--- config.mk ---
export PLATFORM = sky130hd
export DESIGN_NAME = digit_serial_adder
export DESIGN_NICKNAME = d
export VERILOG_FILES = /design/src/rtl/digit_serial_adder.sv
export SDC_FILE = /design/constraint.sdc
export NUM_CORES = 1
export LEC_CHECK = 0
export BUFFER_PORTS_ARGS = -buffer_cell sky130_fd_sc_hd__buf_2
export CAP_MARGIN = 20
export CORE_MARGIN = 2
export CORE_UTILIZATION = 40
export DETAILED_ROUTE_END_ITERATION = 16
export PLACE_DENSITY = 0.68
export SLEW_MARGIN = 20
export SYNTH_ARGS = -nofsm -noshare
export SYNTH_HDL_FRONTEND = slang
export SYNTH_SLANG_ARGS = --single-unit
--- constraint.sdc ---
create_clock -name clk -period 4.21 [get_ports clk]
set_clock_uncertainty 0.2 [all_clocks]
set_input_delay 1.263 -clock clk [delete_from_list [all_inputs] [get_ports clk]]
set_output_delay 1.263 -clock clk [all_outputs]
set_load 0.02 [all_outputs]
--- src/rtl/digit_serial_adder.sv ---
// Multi-cycle adder/subtractor: DIGIT bits per clock, LSB digit first,
// with the carry between digits kept in a register.
module digit_serial_adder #(
  parameter int WIDTH = 16,
  parameter int DIGIT = 4
) (
  input  logic             clk,
  input  logic             rst,
  input  logic             start,
  input  logic [WIDTH-1:0] a,
  input  logic [WIDTH-1:0] b,
  input  logic             cin,
  input  logic             sub,
  output logic             busy,
  output logic             done,
  output logic [WIDTH-1:0] sum,
  output logic             cout,
  output logic             ovf
);

  localparam int N  = WIDTH / DIGIT;
  localparam int CW = (N > 1) ? $clog2(N) : 1;
  localparam logic [CW-1:0] LAST = CW'(N - 1);

  typedef enum logic [1:0] {
    IDLE,
    RUN,
    DONE
  } state_t;

  state_t           state_q;
  state_t           state_d;
  logic [WIDTH-1:0] a_q;
  logic [WIDTH-1:0] b_q;
  logic [WIDTH-1:0] res_q;
  logic [WIDTH-1:0] res_d;
  logic [CW-1:0]    cnt_q;
  logic             carry_q;
  logic             accept;
  logic             last;
  logic [DIGIT-1:0] a_dig;
  logic [DIGIT-1:0] b_dig;
  logic [DIGIT:0]   dsum;
  logic             c_msb;

  assign accept = start && (state_q != RUN);
  assign last   = (cnt_q == LAST);
  assign a_dig  = a_q[int'(cnt_q)*DIGIT +: DIGIT];
  assign b_dig  = b_q[int'(cnt_q)*DIGIT +: DIGIT];
  assign dsum   = {1'b0, a_dig} + {1'b0, b_dig}
                + (DIGIT+1)'(carry_q);
  // Carry into the result MSB, recovered from the top digit's sum bit.
  assign c_msb  = dsum[DIGIT-1] ^ a_dig[DIGIT-1] ^ b_dig[DIGIT-1];

  always_comb begin
    res_d = res_q;
    res_d[int'(cnt_q)*DIGIT +: DIGIT] = dsum[DIGIT-1:0];
  end

  always_comb begin
    state_d = state_q;
    unique case (state_q)
      IDLE: if (start) state_d = RUN;
      RUN:  if (last) state_d = DONE;
      DONE: state_d = start ? RUN : IDLE;
      default: state_d = IDLE;
    endcase
  end

  always_ff @(posedge clk) begin
    if (rst) state_q <= IDLE;
    else     state_q <= state_d;
  end

  always_ff @(posedge clk) begin
    if (rst) begin
      a_q     <= '0;
      b_q     <= '0;
      res_q   <= '0;
      cnt_q   <= '0;
      carry_q <= 1'b0;
      sum     <= '0;
      cout    <= 1'b0;
      ovf     <= 1'b0;
    end else if (accept) begin
      a_q     <= a;
      b_q     <= sub ? ~b : b;
      carry_q <= cin ^ sub;
      cnt_q   <= '0;
    end else if (state_q == RUN) begin
      res_q   <= res_d;
      carry_q <= dsum[DIGIT];
      cnt_q   <= cnt_q + 1'b1;
      if (last) begin
        sum  <= res_d;
        cout <= dsum[DIGIT];
        ovf  <= c_msb ^ dsum[DIGIT];
      end
    end
  end

  assign busy = (state_q == RUN);
  assign done = (state_q == DONE);

endmodule
Word level (Yosys, flattened, before mapping)
Index checks and enable logic that the tools add are counted.
{"block": "totals", "register_bits": 71, "latch_bits": 0, "ramBits": 0, "romBits": 0, "input_bits": 37, "output_inout_bits": 20, "word_cells": 44, "n_memories": 0}
{"block": "classes", "addsub": 4, "multipliers": 0, "div": 0, "n_lt_le_gt_ge": 0, "n_eq_ne": 6, "n_shift": 4, "muxes": 8, "bitwise": 6, "reduce_logical": 7}
{"operator": "4-bit negator with 33-bit output", "n": 1}
{"operator": "4-bit by 33-bit variable shift with 16-bit output, first input constant", "n": 1}
{"operator": "4-bit by 33-bit indexed part select with 16-bit output", "n": 1}
{"operator": "16-bit by 5-bit indexed part select with 4-bit output", "n": 2}
{"operator": "16-bit bitwise mux", "n": 1}
{"operator": "16-bit two-way mux", "n": 1}
{"operator": "16-bit NOT", "n": 1}
{"operator": "2-bit one-hot mux with 3 select lines", "n": 1}
{"operator": "4-bit by 4-bit adder with 5-bit output", "n": 1}
{"operator": "5-bit by 1-bit adder with 5-bit output", "n": 1}
{"operator": "2-bit == test, second input constant", "n": 2}
{"operator": "2-bit two-way mux", "n": 2}
{"operator": "2-bit by 1-bit != test with 1-bit output, second input constant", "n": 2}
{"operator": "2-bit AND reduction", "n": 2}
{"operator": "1-bit XOR", "n": 4}
{"operator": "1-bit two-way mux", "n": 3}
{"operator": "3-bit AND reduction", "n": 1}
{"operator": "2-bit by 1-bit adder with 2-bit output, second input constant", "n": 1}
{"operator": "2-bit by 1-bit == test with 1-bit output, second input constant", "n": 1}
{"operator": "2-bit logical NOT", "n": 1}
{"operator": "2-bit != test, second input constant", "n": 1}
{"operator": "2-bit nonzero test", "n": 1}
{"operator": "2-bit OR reduction", "n": 1}
{"operator": "1-bit logical AND", "n": 1}
{"operator": "1-bit NOT", "n": 1}

Logic depth before layout (Yosys ltp)
Gate-level depths: netlist of the first run.
{"block": "depth", "depth_word": 6, "ltp_mapped": 9, "mapped_depth_nobuf": 8}

Worst setup path after synthesis of the first run
Ideal clock, no wire load.
{"block": "synth_timing", "path_type": "reg-to-reg", "from": "register cnt_q[0]", "to": "register ovf", "t_arrival_ns": 3.096, "required_ns": 3.931, "setup_slack_ns": 0.835, "path_stages_with_launch": 10, "path_buffers": 1, "path_cell_list": "dfxtp_1 > buf_2 > mux4_2 > fa_1 > fa_1 > a21o_1 > a21oi_1 > xnor3_1 > xnor2_1 > a211oi_2"}
{"block": "synth_between", "elab_chain_cells": 6, "word_cells_on_any_way": 9}
{"item": "from (decl)", "line_no": "37", "source": "logic [CW-1:0] cnt_q;"}
{"item": "from (signal assigned)", "line_no": "93", "source": "cnt_q <= cnt_q + 1'b1;"}
{"item": "16-bit by 5-bit indexed part select with 4-bit output, on equally long branches", "line_no": "48, 49"}
{"item": "4-bit by 4-bit adder with 5-bit output", "line_no": "50", "source": "assign dsum = {1'b0, a_dig} + {1'b0, b_dig}"}
{"item": "5-bit by 1-bit adder with 5-bit output", "line_no": "51", "source": "+ (DIGIT+1)'(carry_q);"}
{"item": "1-bit XOR (2 in a row)", "line_no": "53", "source": "assign c_msb = dsum[DIGIT-1] ^ a_dig[DIGIT-1] ^ b_dig[DIGIT-1];"}
{"item": "1-bit XOR", "line_no": "97", "source": "ovf <= c_msb ^ dsum[DIGIT];"}
{"item": "to (signal assigned)", "line_no": "97"}
{"item": "to (decl)", "line_no": "18", "source": "output logic ovf"}
Several ways; a longest one is shown, not always the timed one.
A chain may end at the register's enable or synchronous reset.

Worst setup path after layout of the first run
Ends and elaborated chain as after synthesis.

==> metrics, run 1 <==
Final setup viols=0; sequential area share after synthesis=44.3%; Hold Crit Depth=2; fin. max-slew vios=0; Crit Path Category=flop to flop; first-pass GRT wire length=11.3 mm; outcome=completed; Reg2Reg Depth=8; I/O pin count=57; crit-path max FO=12; clk root buf=clkbuf_8; main combinational cell family by area after synthesis=compound AO/OA/AOI/OAI gates; global-route usage over all layers=16.5%; clock-pin transition on the worst setup and hold timing paths=0.08 ns; initial core utilization=41.3%; cell count after synthesis=357; worst slack, placed=0.800 ns; worst min-delay path category=flop to flop; cell taking the most area after synthesis=dfxtp_1; initial antenna violation count=0; synthesized cell area=3210 sq um; total grt overflow=0; Final Cycle Share=81.4%; CTS tree=yes; DRC viols=0; startpoint types=flop; gpl congestion=0.797; fmax=0.292 GHz; routed wire length=6.75 mm; Setup TNS=0 ns; Core Footprint=7770 sq um; worst path required time=4.28 ns; vias per inst=5.12; number of diodes=0; drt pass-1 iters=4; die height=93.6 microns; top cells by area, synth=dfxtp_1 44%, nor2_1 7.0%, a211oi_1 6.8%; post-DP HPWL=4.91 mm; Synth Area in Simple Gates=16.9%; cts repair resizes=0; num rows=32; Layout Utilization=48.5%; Post CTS Setup Buffer Count=0; PnR worst setup slack=0.782 ns; WL/cell=13.3 microns; RSZ-0062 raised after global routing=no; Die ar.=8760 sq um; Peak VDD IR=0.230 mV; synth warn=0; Worst setup EP type=flop; Port Buffers=56; hold_ws=0.257 ns; CTS H-tree depth=3; vias=2598; Netlist cell types=30; max-cap violations=0; Nets=448; post-route cell area=3770 sq um; XOR/XNOR Fraction of Synth Area=6.66%; DRT iter0 DRCs=105; final hold violation count=0; area delta synth->final=17.3%; post-synthesis mux area share=5.73%; Worst Tran Pin Value=0.941 ns; hold bufs inserted after CTS=0; Final min period=3.43 ns; via count of the first global-routing pass=2399; Post-Synth Adder-Cell Area=4.75%; Max Root-Sink Buffers=2; Power, Total=1.54 mW; Arrival @ worst endpoint=3.50 ns; chip width=93.6 microns; TritonCTS buffer count=9; FF+latch count, synth=71; Yosys top cell area share=44.3%; worst skew pair latency=0.35 ns; Slew headroom=37.3%; Routed Antenna Nets=0; Placed Cells=491; post-synthesis net count=405; Static Leak=1.52 nW; largest net degree at the start of global routing=43; fin cells=507; Power Density=409 nW/um^2; CTS sink cnt=71; Placed Area=3540 sq um; Syn Area/Cell=9.00 sq um; layout cells sized above 1=20.7%; Synth Area in Compound Gates=17.3%
layout make-up:
class | instances | area (sq um)
Fill cell | 776 | 4000
Inverter | 8 | 30.0
Tap cell | 102 | 128
Sequential cell | 71 | 1420
Multi-Input combinational cell | 251 | 1650
Clock inverter | 5 | 81.3
Clock buffer | 11 | 141
Timing Repair Buffer | 59 | 315
layer usage:
| layer | global-route usage, % | part of all wire [%] | vias up |
|---|---|---|---|
| li1 | - | - | 1338 |
| met1 | 21.1 | 45 | 1170 |
| met2 | 26.6 | 48 | 83 |
| met3 | 5.64 | 6.5 | 7 |
| met4 | 4.35 | 0.87 | 0 |
| met5 | 0 | 0 | - |
report_power, final:
group | switching (mW) | internal, mW
logic | 0.123 | 0.0924
registers | 0.0207 | 0.705
clock network | 0.251 | 0.350
total | 0.394 | 1.15
synthesized netlist by cell type:
library cell  count
xnor2_1          19
a211oi_1         29
a21o_1            2
inv_2             1
nor3b_1           1
nand3_1           2
xnor2_2           1
fa_1              2
mux4_2            7
nand2b_1          1
xor2_1            1
a211oi_2          1
nor3_1           14
xnor3_1           1
nand2_1          40
nor2_1           60
ha_1              9
buf_2             7
clkbuf_1         20
a22oi_1           4
dfxtp_1          71
a221oi_1         10
and2_1            2
and3_1            4
a21oi_1          28
inv_1             7
a32oi_1           6
nor2b_1           5
mux4_1            1
nor4_1            1
cells in the final DEF, fill, tap and decap left out, types with 5 or more instances in the layout:
cell / count
nor3_1: 14
a32oi_1: 6
mux4_2: 7
nor2b_1: 5
xnor2_1: 19
a221oi_1: 10
dfxtp_1: 71
a21oi_1: 28
nand2_1: 40
buf_2: 56
nor2_1: 60
ha_1: 9
a211oi_1: 29
clkbuf_8: 10
inv_1: 7
logic make-up (layout without fill, tap and decap cells):
logic type,after synthesis,in the layout
simple gates,130,130
compound gates,80,80
flops,71,71
buf+inv,35,83
xor+xnor,22,22
fa+ha+maj,11,11
mux,8,8
sequential cells by signal (all words and copies together), names as in the netlist:
signal	count
sum	16
state_q	2
b_q	16
ovf	1
cnt_q	2
cout	1
a_q	16
res_q	16
carry_q	1
critical path, cell delays in order (launching register included):
cell      delay [ns]
dfxtp_1         0.61
mux4_2          0.59
fa_1            0.44
fa_1            0.41
a21o_1          0.19
a21oi_1         0.26
xnor3_1         0.29
xnor2_1         0.15
a211oi_2        0.22
worst paths after layout:
check | from | slack, ns | endpoint
max | cnt_q[0]$_SDFFE_PP0P_ | 0.78 | ovf$_SDFFE_PP0P_
min | a_q[2]$_SDFFE_PP0P_ | 0.26 | a_q[2]$_SDFFE_PP0P_
max reg2reg | cnt_q[0]$_SDFFE_PP0P_ | 0.78 | ovf$_SDFFE_PP0P_
min reg2reg | a_q[2]$_SDFFE_PP0P_ | 0.26 | a_q[2]$_SDFFE_PP0P_
Note: power is estimated with default switching activity, not from simulation.
==> run 2: changes to the inputs <==
Settings changed: PLACE_DENSITY 0.68 to 0.71.
Clock period 4.21 ns to 3.11 ns, I/O delays scaled along.
==> metrics, run 2 (same netlist as run 1, synthesis figures left out) <==
startpoint types=flop; commonest non-fill, non-tap cell in the layout=dfxtp_1; DRC viols=0 (unchanged); CP max stage delay=0.53 ns (-0.08 ns); Reg power frac=47.4% (+0.3 points); Filler cells=790 (+1.8%); most frequent cell on the critical path=fa_2; die height=93.6 microns (unchanged); DRT iter0 DRCs=104 (-0.95%); Worst setup EP type=flop; Max Root-Sink Buffers=2 (unchanged); number of diodes=0 (unchanged); Peak VDD IR=0.284 mV (+23%); Static Leak=1.55 nW (+2.1%); Worst Setup SP=cnt_q[0]$_SDFFE_PP0P_; Crit Path Category=flop to flop; routed wire length=6.82 mm (+1.0%); CTS H-tree depth=3 (unchanged); Clock Power Share=37.5% (-1.5 points); Comb power frac=15.1% (+1.1 points); Final Cycle Share=94.1% (+13 points); Nets=456 (+1.8%); Power Density=537 nW/um^2 (+31%); fin. max-slew vios=0 (unchanged); sw frac=26.8% (+1.3 points); Arrival @ worst endpoint=3.00 ns (-0.50 ns); num rows=32 (unchanged); TritonCTS buffer count=9 (unchanged); CTS tree=yes; RR Startpoint=cnt_q[0]$_SDFFE_PP0P_; Hold Path Origin=a_q[13]$_SDFFE_PP0P_; worst skew pair latency=0.35 ns (about the same); Post CTS Setup Buffer Count=0 (unchanged); via count of the first global-routing pass=2574 (+7.3%); clock-pin transition on the worst setup and hold timing paths=0.08 ns (about the same); global-route usage over all layers=16.8% (+0.36 points); chip width=93.6 microns (unchanged); CTS sink cnt=71 (unchanged); most frequent cells in the layout=70 x dfxtp_1, 60 x nor2_1, 56 x buf_2; final hold violation count=0 (unchanged); Core Footprint=7770 sq um (unchanged); CP cell instances=mux4_2 -> fa_2 -> fa_2 -> a21o_1 -> a21oi_2 -> xnor3_1 -> xnor2_1 -> a211oi_2; Slowest-stage cell, CP=mux4_2; max-cap violations=0 (unchanged); layout cells sized above 1=23.7% (+3.0 points); Final min period=2.93 ns (-0.501 ns); largest net degree at the start of global routing=51 (+19%); gpl congestion=0.818 (+2.7%); fmax=0.342 GHz (+17%); Slew headroom=54.8% (+17 points); first-pass GRT wire length=11.6 mm (+2.2%); drt pass-1 iters=5 (+1); internal power=1.51 mW (+32%); Power, Total=2.06 mW (+34%); area of the multi-input gates=1670 sq um (+0.99%); Port Buffers=56 (unchanged); Worst Tran Pin Value=0.678 ns (-0.262 ns); initial core utilization=41.3% (unchanged); vias=2603 (+0.19%); outcome=completed; Routed Antenna Nets=0 (unchanged); Sw Pwr=0.553 mW (+40%); Die ar.=8760 sq um (unchanged); crit-path max FO=4 (-8); post-DP HPWL=4.79 mm (-2.4%); I/O pin count=57 (unchanged); register area=1430 sq um (+0.26%); RSZ-0062 raised after global routing=no; Setup TNS=0 ns (unchanged); vias per inst=5.05 (-1.4%); Final setup viols=0 (unchanged); initial antenna violation count=0 (unchanged); WL/cell=13.2 microns (-0.53%); clk root buf=clkbuf_8; worst min-delay path category=flop to flop; worst path required time=3.18 ns (-1.10 ns); total grt overflow=0 (unchanged); area delta synth->final=19.6%
run 2: cell count changes in the layout (fill, tap and decap cells not counted), sizes merged:
cell / change
buf: +8
bufinv: -1
clkbuf: -1
clkinv: +1
clkinvlp: +1
run 2: timing repair:
action                     in CTS  in global routing
gates cloned                    0                  0
resized for setup               1                  2
hold buffers                    0                  0
setup endpoints to repair       3                  2
run 2: path summary, 6_finish.rpt:
path	slack, ns	cells after the start	endpoint
worst min register to register	0.26	2	a_q[13]$_SDFFE_PP0P_
worst max register to register	0.18	8	ovf$_SDFFE_PP0P_
worst min-delay path	0.26	2	a_q[13]$_SDFFE_PP0P_
worst max-delay path	0.18	8	ovf$_SDFFE_PP0P_
run 2: routing by layer:
metal,part of all wire (%),vias up,global-route usage [%]
li1,-,1356,-
met1,44,1165,20.6
met2,50,74,28.7
met3,5.2,8,4.59
met4,1.0,0,5.43
met5,0,-,0
run 2: per-stage QoR:
step | hold WS, ns | util [%] | cell area (sq um) | setup slack [ns] | instances
CTS | 0.258 | 49.4 | 3840 | 0.0504 | 515
global placement | 0.240 | 46.5 | 3610 | 0.0806 | 499
detailed placement | 0.247 | 46.5 | 3610 | 0.00349 | 499
floorplan | 0.233 | - | 3230 | 0.0204 | 357
finish | 0.257 | 49.5 | 3840 | 0.182 | 515
global route | 0.282 | 49.5 | 3840 | 0.0587 | 515
run 2: critical path, delay by kind of cell (launching register included):
kind            cells  cell delay [ns]
fa+ha+maj           2             0.77
compound gates      3             0.58
mux                 1             0.53
xor+xnor            2             0.39
flops               1             0.37
run 2: final cells by class:
type                       count  area share [%]
sequential                    71            37.1
inverter                       8           0.782
clock inverter                 6            1.76
tap                          102            3.32
timing repair buffer          67            9.77
clock buffer                  10            3.88
multi-input combinational    251            43.4
run 2: power groups by stage:
stage,logic [mW],registers (mW),clock network (mW)
global placement,0.298,0.998,0
detailed placement,0.306,1.00,0
CTS,0.311,0.979,0.793
floorplan,0.223,0.993,0
global route,0.348,0.985,0.828
finish,0.311,0.979,0.773
